--- src/rtl/rvc_realign_queue_pkg.sv ---
// Shared definitions for the RV32C realign queue: length codes, RVC quadrant/funct3
// constants, RV32I opcodes and instruction encoders used by the expander.
package rvc_realign_queue_pkg;

    typedef enum logic {
        ST_EMPTY,
        ST_PEND
    } state_e;

    typedef struct packed {
        logic [31:0] instr;
        logic [31:0] pc;
        logic        is_c;
        logic        illegal;
    } entry_t;

    localparam logic [1:0] LEN32_CODE = 2'b11;

    localparam logic [1:0] Q0 = 2'b00;
    localparam logic [1:0] Q1 = 2'b01;
    localparam logic [1:0] Q2 = 2'b10;

    localparam logic [2:0] C0_ADDI4SPN = 3'b000;
    localparam logic [2:0] C0_LW       = 3'b010;
    localparam logic [2:0] C0_SW       = 3'b110;
    localparam logic [2:0] C1_ADDI     = 3'b000;
    localparam logic [2:0] C1_JAL      = 3'b001;
    localparam logic [2:0] C1_LI       = 3'b010;
    localparam logic [2:0] C1_LUI      = 3'b011;
    localparam logic [2:0] C1_ALU      = 3'b100;
    localparam logic [2:0] C1_J        = 3'b101;
    localparam logic [2:0] C1_BEQZ     = 3'b110;
    localparam logic [2:0] C1_BNEZ     = 3'b111;
    localparam logic [2:0] C2_SLLI     = 3'b000;
    localparam logic [2:0] C2_LWSP     = 3'b010;
    localparam logic [2:0] C2_JR       = 3'b100;
    localparam logic [2:0] C2_SWSP     = 3'b110;

    localparam logic [6:0] OP_LOAD   = 7'b0000011;
    localparam logic [6:0] OP_IMM    = 7'b0010011;
    localparam logic [6:0] OP_STORE  = 7'b0100011;
    localparam logic [6:0] OP_OP     = 7'b0110011;
    localparam logic [6:0] OP_LUI    = 7'b0110111;
    localparam logic [6:0] OP_BRANCH = 7'b1100011;
    localparam logic [6:0] OP_JALR   = 7'b1100111;
    localparam logic [6:0] OP_JAL    = 7'b1101111;

    localparam logic [2:0] F3_ADD = 3'b000;
    localparam logic [2:0] F3_SLL = 3'b001;
    localparam logic [2:0] F3_W   = 3'b010;
    localparam logic [2:0] F3_XOR = 3'b100;
    localparam logic [2:0] F3_SRL = 3'b101;
    localparam logic [2:0] F3_OR  = 3'b110;
    localparam logic [2:0] F3_AND = 3'b111;
    localparam logic [2:0] F3_BEQ = 3'b000;
    localparam logic [2:0] F3_BNE = 3'b001;

    localparam logic [6:0] F7_ZERO = 7'b0000000;
    localparam logic [6:0] F7_SUB  = 7'b0100000;

    localparam logic [31:0] INSN_EBREAK = 32'h0010_0073;

    function automatic logic is_rv32(input logic [1:0] low_bits);
        return low_bits == LEN32_CODE;
    endfunction

    function automatic logic [31:0] enc_i(input logic [11:0] imm, input logic [4:0] rs1,
                                          input logic [2:0] f3, input logic [4:0] rd,
                                          input logic [6:0] op);
        return {imm, rs1, f3, rd, op};
    endfunction

    function automatic logic [31:0] enc_s(input logic [11:0] imm, input logic [4:0] rs2,
                                          input logic [4:0] rs1);
        return {imm[11:5], rs2, rs1, F3_W, imm[4:0], OP_STORE};
    endfunction

    // Branch/jump encoders take the offset without its always-zero bit 0.
    function automatic logic [31:0] enc_b(input logic [11:0] imm_h, input logic [4:0] rs1,
                                          input logic [2:0] f3);
        return {imm_h[11], imm_h[9:4], 5'd0, rs1, f3, imm_h[3:0], imm_h[10], OP_BRANCH};
    endfunction

    function automatic logic [31:0] enc_j(input logic [19:0] imm_h, input logic [4:0] rd);
        return {imm_h[19], imm_h[9:0], imm_h[10], imm_h[18:11], rd, OP_JAL};
    endfunction

    function automatic logic [31:0] enc_r(input logic [6:0] f7, input logic [4:0] rs2,
                                          input logic [4:0] rs1, input logic [2:0] f3,
                                          input logic [4:0] rd);
        return {f7, rs2, rs1, f3, rd, OP_OP};
    endfunction

endpackage

--- src/rtl/rvc_realign_queue_expander.sv ---
// Combinational RV32C -> RV32I expander; reserved or unsupported encodings give
// illegal_o=1 with a zero instruction.
module rvc_expander
    import rvc_realign_queue_pkg::*;
(
    input  logic [15:0] c_i,
    output logic [31:0] instr_o,
    output logic        illegal_o
);

    logic [4:0]  rd;
    logic [4:0]  rs2;
    logic [4:0]  rdp;
    logic [4:0]  rs1p;
    logic [11:0] imm6;
    logic [19:0] jimm;
    logic [11:0] bimm;
    logic [31:0] xw;
    logic        ill;

    assign rd   = c_i[11:7];
    assign rs2  = c_i[6:2];
    assign rdp  = {2'b01, c_i[4:2]};
    assign rs1p = {2'b01, c_i[9:7]};
    assign imm6 = {{7{c_i[12]}}, c_i[6:2]};
    assign jimm = {{10{c_i[12]}}, c_i[8], c_i[10:9], c_i[6], c_i[7], c_i[2], c_i[11], c_i[5:3]};
    assign bimm = {{5{c_i[12]}}, c_i[6:5], c_i[2], c_i[11:10], c_i[4:3]};

    assign instr_o   = ill ? '0 : xw;
    assign illegal_o = ill;

    always_comb begin
        xw  = '0;
        ill = 1'b0;
        case (c_i[1:0])
            Q0: begin
                case (c_i[15:13])
                    C0_ADDI4SPN: begin
                        ill = (c_i[12:5] == '0);
                        xw  = enc_i({2'b00, c_i[10:7], c_i[12:11], c_i[5], c_i[6], 2'b00},
                                    5'd2, F3_ADD, rdp, OP_IMM);
                    end
                    C0_LW: xw = enc_i({5'd0, c_i[5], c_i[12:10], c_i[6], 2'b00},
                                      rs1p, F3_W, rdp, OP_LOAD);
                    C0_SW: xw = enc_s({5'd0, c_i[5], c_i[12:10], c_i[6], 2'b00}, rdp, rs1p);
                    default: ill = 1'b1;
                endcase
            end
            Q1: begin
                case (c_i[15:13])
                    C1_ADDI: xw = enc_i(imm6, rd, F3_ADD, rd, OP_IMM);
                    C1_JAL:  xw = enc_j(jimm, 5'd1);
                    C1_LI:   xw = enc_i(imm6, 5'd0, F3_ADD, rd, OP_IMM);
                    C1_LUI: begin
                        ill = ({c_i[12], c_i[6:2]} == '0);
                        if (rd == 5'd2) begin
                            xw = enc_i({{3{c_i[12]}}, c_i[4:3], c_i[5], c_i[2], c_i[6], 4'b0000},
                                       5'd2, F3_ADD, 5'd2, OP_IMM);
                        end else begin
                            xw = {{15{c_i[12]}}, c_i[6:2], rd, OP_LUI};
                        end
                    end
                    C1_ALU: begin
                        case (c_i[11:10])
                            2'b00: begin
                                ill = c_i[12];
                                xw  = enc_i({F7_ZERO, c_i[6:2]}, rs1p, F3_SRL, rs1p, OP_IMM);
                            end
                            2'b01: begin
                                ill = c_i[12];
                                xw  = enc_i({F7_SUB, c_i[6:2]}, rs1p, F3_SRL, rs1p, OP_IMM);
                            end
                            2'b10: xw = enc_i(imm6, rs1p, F3_AND, rs1p, OP_IMM);
                            default: begin
                                // c[12]=1 selects subw/addw, which do not exist on RV32.
                                ill = c_i[12];
                                case (c_i[6:5])
                                    2'b00:   xw = enc_r(F7_SUB, rdp, rs1p, F3_ADD, rs1p);
                                    2'b01:   xw = enc_r(F7_ZERO, rdp, rs1p, F3_XOR, rs1p);
                                    2'b10:   xw = enc_r(F7_ZERO, rdp, rs1p, F3_OR, rs1p);
                                    default: xw = enc_r(F7_ZERO, rdp, rs1p, F3_AND, rs1p);
                                endcase
                            end
                        endcase
                    end
                    C1_J:    xw = enc_j(jimm, 5'd0);
                    C1_BEQZ: xw = enc_b(bimm, rs1p, F3_BEQ);
                    C1_BNEZ: xw = enc_b(bimm, rs1p, F3_BNE);
                    default: ill = 1'b1;
                endcase
            end
            Q2: begin
                case (c_i[15:13])
                    C2_SLLI: begin
                        ill = c_i[12];
                        xw  = enc_i({F7_ZERO, c_i[6:2]}, rd, F3_SLL, rd, OP_IMM);
                    end
                    C2_LWSP: begin
                        ill = (rd == '0);
                        xw  = enc_i({4'd0, c_i[3:2], c_i[12], c_i[6:4], 2'b00},
                                    5'd2, F3_W, rd, OP_LOAD);
                    end
                    C2_JR: begin
                        if (!c_i[12]) begin
                            if (rs2 == '0) begin
                                ill = (rd == '0);
                                xw  = enc_i(12'h000, rd, F3_ADD, 5'd0, OP_JALR);
                            end else begin
                                xw = enc_r(F7_ZERO, rs2, 5'd0, F3_ADD, rd);
                            end
                        end else if (rs2 == '0 && rd == '0) begin
                            xw = INSN_EBREAK;
                        end else if (rs2 == '0) begin
                            xw = enc_i(12'h000, rd, F3_ADD, 5'd1, OP_JALR);
                        end else begin
                            xw = enc_r(F7_ZERO, rs2, rd, F3_ADD, rd);
                        end
                    end
                    C2_SWSP: xw = enc_s({4'd0, c_i[8:7], c_i[12:9], 2'b00}, rs2, 5'd2);
                    default: ill = 1'b1;
                endcase
            end
            default: ill = 1'b1;
        endcase
    end

endmodule

--- src/rtl/rvc_realign_queue.sv ---
// Fetch-to-decode instruction buffer: splits fetch words into 16/32-bit instructions,
// stitches straddling 32-bit instructions, expands RVC and queues the results.
module rvc_realign_queue
    import rvc_realign_queue_pkg::*;
#(
    parameter int unsigned DEPTH      = 8,
    parameter bit          ENABLE_RVC = 1'b1
) (
    input  logic        clk,
    input  logic        rst_n,
    input  logic        rdy,
    input  logic        flush,
    input  logic        fetch_valid,
    output logic        fetch_ready,
    input  logic [31:0] fetch_word,
    input  logic [31:0] fetch_addr,
    output logic        out_valid,
    input  logic        out_ready,
    output logic [31:0] out_instr,
    output logic [31:0] out_pc,
    output logic        out_is_c,
    output logic        out_illegal
);

    localparam int unsigned DEPTH_W = $clog2(DEPTH);
    localparam int unsigned CNT_W   = DEPTH_W + 1;
    localparam logic [CNT_W-1:0] READY_MAX = CNT_W'(DEPTH - 2);

    state_e               state_q, state_d;
    logic [15:0]          held_q, held_d;
    logic [31:0]          held_pc_q, held_pc_d;
    logic [DEPTH_W-1:0]   wr_q, wr_d, rd_q, rd_d, wr_p1;
    logic [CNT_W-1:0]     count_q, count_d;
    entry_t               mem_q [DEPTH];

    logic [15:0] lo_half, hi_half;
    logic [31:0] lo_pc, hi_pc;
    logic [31:0] lo_x, hi_x;
    logic        lo_ill, hi_ill;
    logic        lo_v, hi_v, hold_hi;
    entry_t      lo_e, hi_e, slot0, slot1;
    logic [1:0]  n_enq;
    logic        accept, deq, we0, we1;
    entry_t      head;

    assign lo_half = fetch_word[15:0];
    assign hi_half = fetch_word[31:16];
    assign lo_pc   = fetch_addr & 32'hFFFF_FFFC;
    assign hi_pc   = lo_pc | 32'h0000_0002;

    rvc_expander u_exp_lo (
        .c_i       (lo_half),
        .instr_o   (lo_x),
        .illegal_o (lo_ill)
    );

    rvc_expander u_exp_hi (
        .c_i       (hi_half),
        .instr_o   (hi_x),
        .illegal_o (hi_ill)
    );

    assign fetch_ready = rst_n && !flush && (count_q <= READY_MAX);
    assign out_valid   = (count_q != '0);
    assign accept      = fetch_valid && fetch_ready && rdy;
    assign deq         = out_valid && out_ready && rdy && !flush;
    assign wr_p1       = wr_q + DEPTH_W'(1);

    assign head        = mem_q[rd_q];
    assign out_instr   = out_valid ? head.instr   : '0;
    assign out_pc      = out_valid ? head.pc      : '0;
    assign out_is_c    = out_valid && head.is_c;
    assign out_illegal = out_valid && head.illegal;

    // Candidate entries for this fetch word, independent of whether it is accepted.
    always_comb begin
        lo_v    = 1'b0;
        hi_v    = 1'b0;
        hold_hi = 1'b0;
        lo_e    = '0;
        hi_e    = '{instr: hi_x, pc: hi_pc, is_c: 1'b1, illegal: hi_ill};
        if (!ENABLE_RVC) begin
            lo_v = 1'b1;
            lo_e = '{instr: fetch_word, pc: fetch_addr, is_c: 1'b0, illegal: 1'b0};
        end else begin
            if (state_q == ST_PEND) begin
                lo_v = 1'b1;
                lo_e = '{instr: {lo_half, held_q}, pc: held_pc_q, is_c: 1'b0, illegal: 1'b0};
            end else if (!fetch_addr[1]) begin
                lo_v = 1'b1;
                if (is_rv32(lo_half[1:0])) begin
                    lo_e = '{instr: fetch_word, pc: lo_pc, is_c: 1'b0, illegal: 1'b0};
                end else begin
                    lo_e = '{instr: lo_x, pc: lo_pc, is_c: 1'b1, illegal: lo_ill};
                end
            end
            if (state_q == ST_PEND || fetch_addr[1] || !is_rv32(lo_half[1:0])) begin
                hold_hi = is_rv32(hi_half[1:0]);
                hi_v    = !hold_hi;
            end
        end
    end

    always_comb begin
        state_d   = state_q;
        held_d    = held_q;
        held_pc_d = held_pc_q;
        wr_d      = wr_q;
        rd_d      = rd_q;
        count_d   = count_q;
        n_enq     = '0;
        slot0     = lo_v ? lo_e : hi_e;
        slot1     = hi_e;
        if (rdy) begin
            if (flush) begin
                state_d   = ST_EMPTY;
                held_d    = '0;
                held_pc_d = '0;
                wr_d      = '0;
                rd_d      = '0;
                count_d   = '0;
            end else begin
                if (accept) begin
                    n_enq = {1'b0, lo_v} + {1'b0, hi_v};
                    if (hold_hi) begin
                        state_d   = ST_PEND;
                        held_d    = hi_half;
                        held_pc_d = hi_pc;
                    end else begin
                        state_d = ST_EMPTY;
                    end
                end
                wr_d    = wr_q + DEPTH_W'(n_enq);
                rd_d    = rd_q + DEPTH_W'(deq);
                count_d = count_q + CNT_W'(n_enq) - CNT_W'(deq);
            end
        end
    end

    assign we0 = (n_enq != 2'd0);
    assign we1 = (n_enq == 2'd2);

    always_ff @(posedge clk or negedge rst_n) begin
        if (!rst_n) begin
            state_q   <= ST_EMPTY;
            held_q    <= '0;
            held_pc_q <= '0;
            wr_q      <= '0;
            rd_q      <= '0;
            count_q   <= '0;
        end else begin
            state_q   <= state_d;
            held_q    <= held_d;
            held_pc_q <= held_pc_d;
            wr_q      <= wr_d;
            rd_q      <= rd_d;
            count_q   <= count_d;
        end
    end

    always_ff @(posedge clk) begin
        if (we0) mem_q[wr_q] <= slot0;
        if (we1) mem_q[wr_p1] <= slot1;
    end

endmodule

--- config.mk ---
export PLATFORM = sky130hd
export DESIGN_NAME = rvc_realign_queue
export DESIGN_NICKNAME = d
export VERILOG_FILES = /design/src/rtl/rvc_realign_queue_pkg.sv /design/src/rtl/rvc_realign_queue_expander.sv /design/src/rtl/rvc_realign_queue.sv
export SDC_FILE = /design/constraint.sdc
export NUM_CORES = 1
export LEC_CHECK = 0
export CAP_MARGIN = 20
export CORE_AREA = 5 5 256 258
export DETAILED_ROUTE_END_ITERATION = 7
export DIE_AREA = 0 0 261 263
export PLACE_DENSITY = 0.7
export SYNTH_ARGS = -nofsm -noshare
export SYNTH_HDL_FRONTEND = slang
export SYNTH_SLANG_ARGS = --single-unit
--- constraint.sdc ---
create_clock -name clk -period 5.1 [get_ports clk]
set_clock_uncertainty 0.15 [all_clocks]
set_input_delay 1.275 -clock clk [delete_from_list [all_inputs] [get_ports clk]]
set_output_delay 1.275 -clock clk [all_outputs]
set_load 0.02 [all_outputs]
# Yosys cells after proc, flatten, opt, wreduce, memory -nomap -nowiden
# Memory sizes are Yosys's and may differ from the RTL's.
# Cells that the tools add are included.
# totals
ram_bits	528
inputBits	70
register_bits	59
mem_count	1
output_inout_bits	68
# memory_table
memory	depth	word_bits	read_ports	rd_ports_with_merged_regs	wr	line	source
mem_q	8	66	1	0	2	rvc_realign_queue.sv:34	entry_t mem_q [DEPTH];
# op_classes
n_eq_ne	31
n_reduce_logical	40
magnitude_cmp	1
add_sub_neg	6
n_mux	69
# op_table
op	count
32-bit case mux with 8 select lines	2
32-bit case mux with 3 select lines	4
32-bit two-way mux	11
66-bit two-way mux	4
32-bit case mux with 4 select lines	2
31-bit case mux with 3 select lines	2
30-bit case mux with 3 select lines	2
25-bit two-way mux	4
29-bit two-way mux	2
16-bit two-way mux	3
3-bit == test (second input constant)	8
5-bit zero test	4
2-bit == test (second input constant)	9
1-bit two-way mux	17
8-bit zero test	2
2-bit by 1-bit == test with 1-bit output (second input constant)	6
3-bit by 2-bit == test with 1-bit output (second input constant)	4
2-bit zero test	6
6-bit zero test	2
1-bit logical AND	11
5-bit by 2-bit == test with 1-bit output (second input constant)	2
2-bit two-way mux	5
1-bit case mux with 2 select lines	4
1-bit case mux with 4 select lines	2
other kinds (19)	29

# Longest topological paths before layout
# Gate-level depths: netlist of run 1.
# logic_depth
ltp_word	13
mapped_depth	15
depth_no_buf	13

# Cells and area by module
# Synthesis of run 1 repeated with hierarchy kept, for this count alone.
# hier_totals
hier_cells	2590
hier_area_um2	31870.6
# modules_own_cells
module	seq_area_each_um2	cells_per_inst	area_per_inst_um2	instances
rvc_realign_queue	16906.2	2024	28517.4	1
rvc_expander	0.0	283	1676.6	2

# Worst setup path after synthesis of run 1
# No wires, ideal clock.
# synth_timing
path_type	input to register
startpoint	input fetch_word[0]
endpoint	memory mem_q[6][0] (netlist bit), enable pin
slack_ps	-944
stages	13
t_arrival_ps	5212
n_path_buf	4
setup_ps	681
cell_sequence	clkbuf_1 > nand2_1 > nor3_1 > clkbuf_1 > a21oi_1 > ha_1 > or2_2 > o2111a_1 > and2_1 > nand3_1 > clkbuf_1 > clkbuf_1 > nand2_1
# synth_lines
item	line	source
start: declaration	rvc_realign_queue.sv:15	input logic [31:0] fetch_word,
end: declaration	rvc_realign_queue.sv:34	

# Final worst setup path of run 1
# layout_timing
startpoint	register rd_q[0]
endpoint	output out_instr[30]
# layout_between
elab_chain_len	2
# layout_lines
item	line	source
start: declaration	rvc_realign_queue.sv:32	logic [DEPTH_W-1:0] wr_q, wr_d, rd_q, rd_d, wr_p1;
start signal: assignment	rvc_realign_queue.sv:156	rd_q <= rd_d;
memory read 8 x 66 bit	--	
32-bit two-way mux	rvc_realign_queue.sv:70	assign out_instr = out_valid ? head.instr : '0;
end: declaration	rvc_realign_queue.sv:19	output logic [31:0] out_instr,
# No other way between the ends.

==> metrics.cfg, run 1 <==
[global_route]
grt-ovfl-total=0
grt_usage_pct=31.4
grt_pass1_vias=25842
grt_max_degree=69
grt_pass1_wl_mm=165
antenna_found_initial=0

[worst_setup_path]
cp_max_fo=29
critical_path_required_ps=3670
cp_slowest_cell=clkdlybuf4s50_1
arrival_ps=3310
path_cells=buf_4 -> mux4_2 -> nand2_1 -> a21oi_1 -> clkdlybuf4s50_1
slowest_delay_ps=680
start_kind=flop
critPathKind=flop to primary output
cp-end-kind=primary output

[synthesis]
avgSynthCellArea_sq_um=11.1
syn-num-nets=2887
ys_ff_latch=578
netlist_instances=2803
seq_area_frac_synth_pct=54.5
syn-cell-area_sq_um=31000
synth_cell_types=88
synth_flop_cell=edfxtp_1
synth_edf_count=504
synthArstFlopShare_pct=10.0
synth.yosys.warnings=0

[sta]
finalSetupViolCount=0
setup-tns-final_ps=0
hold_violations=0
fin_crit_ps=4730
tightest_slew_ps=1070
hold_ws_ps=340
rsz0062_at_grt=no
fmax_ghz=0.211
finalCritPeriodShare_pct=92.8
max_slew_margin_pct=27.6
slew_viol_final=0

[route]
detail-route-antenna-nets=0
wirelength_mm=111
wl_per_cell_um=29.2
via_count=26215
vias_per_cell=6.91
drtPass1Iterations=7
drc=0
drt_iter0_drc=3893

[floorplan]
dieArea_sq_um=68600
coreArea_sq_um=62700
core.rowCount=92
die_h_um=263
die_w_um=261
io_pins=138
initial_core_util_pct=49.4

[cts]
post_cts_resized=0
clockBufferDepth=3
hold_buffers=0
clockRootBuffer=clkbuf_16
cts_tree=yes
post_cts_buffers=0
h-tree-depth=2
cts_buffers=56
clock_latency_ps=650
clock_sinks=578
path_clk_slew_ps=60

[place]
dp.final_hpwl_mm=69.9
place_area_sq_um=34300
io_buffers=135
place_congestion=0.955

[finish]
nets=2986
n_antenna_cell=0
layout-drive-gt1-share_pct=16.3
mostFrequentLayoutCell=edfxtp_1
synthToLayoutAreaGrowth_pct=16.3
final_cell_mix=504 x edfxtp_1, 472 x nand2_1, 345 x o21ai_0
stdcell_area_sq_um=36100
nFillCells=5085

[outcome]
status=finished, final reports clean

[power_and_ir_drop]
swShare_pct=29.7
comb_power_share_pct=22.6
vdd_drop_max_mv=0.260
switchingPower_uw=3570
internal_power_uw=8450
total_power_uw=12000
p_clk_share_pct=34.1
p_per_area_nw_per_um2=333
p_leak_uw=0.0115
seqPwrFrac_pct=43.3

[run]
max_cap_viol_count=0

[min_path]
hold_class=flop to flop

## worst max-delay path, delay by kind of cell, from the launching register on
| kind | cells | cell delay (ps) |
|---|---|---|
| AOI/OAI and AO/OA | 1 | 330 |
| buffers and inverters | 2 | 1280 |
| DFF | 1 | 650 |
| muxes | 1 | 340 |
| and+or+nand+nor | 1 | 50 |
## through the flow
step / utilization (%) / setup WS [ps] / instances
after global placement: 54.6 / 281 / 3689
after floorplan: - / 21.1 / 2803
final: 57.5 / 369 / 3795
after detailed placement: 54.6 / 256 / 3689
after global routing: 57.5 / 192 / 3795
after CTS: 57.5 / 330 / 3794
## sequential cells by signal, indices dropped and copies added (netlist names)
signal	count
wr_q	3
mem_q	520
held_pc_q	31
held_q	16
state_q	1
rd_q	3
count_q	4
## power by group through the flow
stage | Combinational, uW | Sequential [uW] | Clock, uW
floorplan | 1470 | 5260 | 0
global placement | 2680 | 5300 | 0
detailed placement | 2680 | 5300 | 0
CTS | 2700 | 5200 | 4110
global route | 2850 | 5210 | 4310
finish | 2720 | 5200 | 4100
## area by class of cell
cell class | count | area [sq um] | area share [%]
inverters | 36 | 135 | 0.375
multi-input cells | 1886 | 13000 | 35.9
flip-flops and latches | 578 | 16900 | 46.9
repair buffers | 344 | 3220 | 8.92
well taps | 846 | 1060 | 2.93
clock buffers | 82 | 1590 | 4.41
clock inverters | 23 | 196 | 0.545
## kinds of logic (layout without fill, tap and decap cells)
| kind of cell | after synthesis | in the layout | share of synthesized area, % |
|---|---|---|---|
| buffers and inverters | 339 | 485 | 4.21 |
| and+or+nand+nor | 719 | 719 | 10.2 |
| muxes | 162 | 162 | 10.5 |
| adders and majority gates | 14 | 14 | 0.613 |
| DFF | 578 | 578 | 54.5 |
| xor gates and xnor gates | 4 | 4 | 0.113 |
| AOI/OAI and AO/OA | 986 | 986 | 19.9 |
| other | 1 | 1 | 0.0121 |
## worst paths after layout
check	from	end	slack, ps	depth (start not counted)
max	rd_q[0]	out_instr[30]	370	5
min in group asynchronous	rst_n	held_q[13]	760	2
min reg2reg	mem_q[3][1]	mem_q[3][1]	340	2
max in group asynchronous	rst_n	state_q	3340	2
min	mem_q[3][1]	mem_q[3][1]	340	2
max reg2reg	state_q	mem_q[2][8]	1360	10
## cell usage after synthesis, types with 6 or more instances
master / instances / area, sq um
a21o_1: 10 / 75.1
mux4_2: 130 / 2930
o32ai_1: 6 / 52.6
o21ai_1: 6 / 30.0
and2_1: 14 / 87.6
nand2_1: 481 / 1810
o21bai_1: 14 / 105
inv_1: 32 / 120
buf_2: 17 / 85.1
ha_1: 12 / 150
nor3b_1: 7 / 52.6
a22o_1: 58 / 508
nand4_1: 12 / 75.1
nor2b_1: 19 / 119
clkbuf_1: 248 / 931
o22ai_1: 250 / 1560
o2bb2ai_1: 6 / 52.6
o21ai_0: 345 / 1730
buf_1: 35 / 131
or2_2: 9 / 56.3
a222oi_1: 11 / 110
dfrtp_1: 58 / 1450
mux2i_1: 32 / 320
nand2b_1: 17 / 106
a21oi_1: 139 / 696
a211oi_1: 13 / 97.6
and3_1: 10 / 62.6
o31ai_1: 11 / 82.6
nor3_1: 31 / 155
a31oi_1: 11 / 68.8
a22oi_1: 24 / 180
o211ai_1: 13 / 97.6
nor2_1: 55 / 206
edfxtp_1: 504 / 15100
nor4_1: 12 / 75.1
dfxtp_1: 16 / 320
nand3_1: 24 / 120
## per-layer routing
metal | up-vias | part of all wire, % | global-route usage [%]
met5 | - | 0.14 | 1.71
met4 | 2 | 4.6 | 13.3
met3 | 350 | 12 | 6.44
met2 | 2025 | 48 | 50.5
met1 | 12807 | 35 | 41.6
li1 | 11031 | - | -
(Power assumes the default switching activity.)
==> run 2: changes to the inputs <==
Settings changed: TNS_END_PERCENT set to 100.
==> results of run 2 <==
Same layout as run 1: the final DEF is identical, and so are final timing and power.
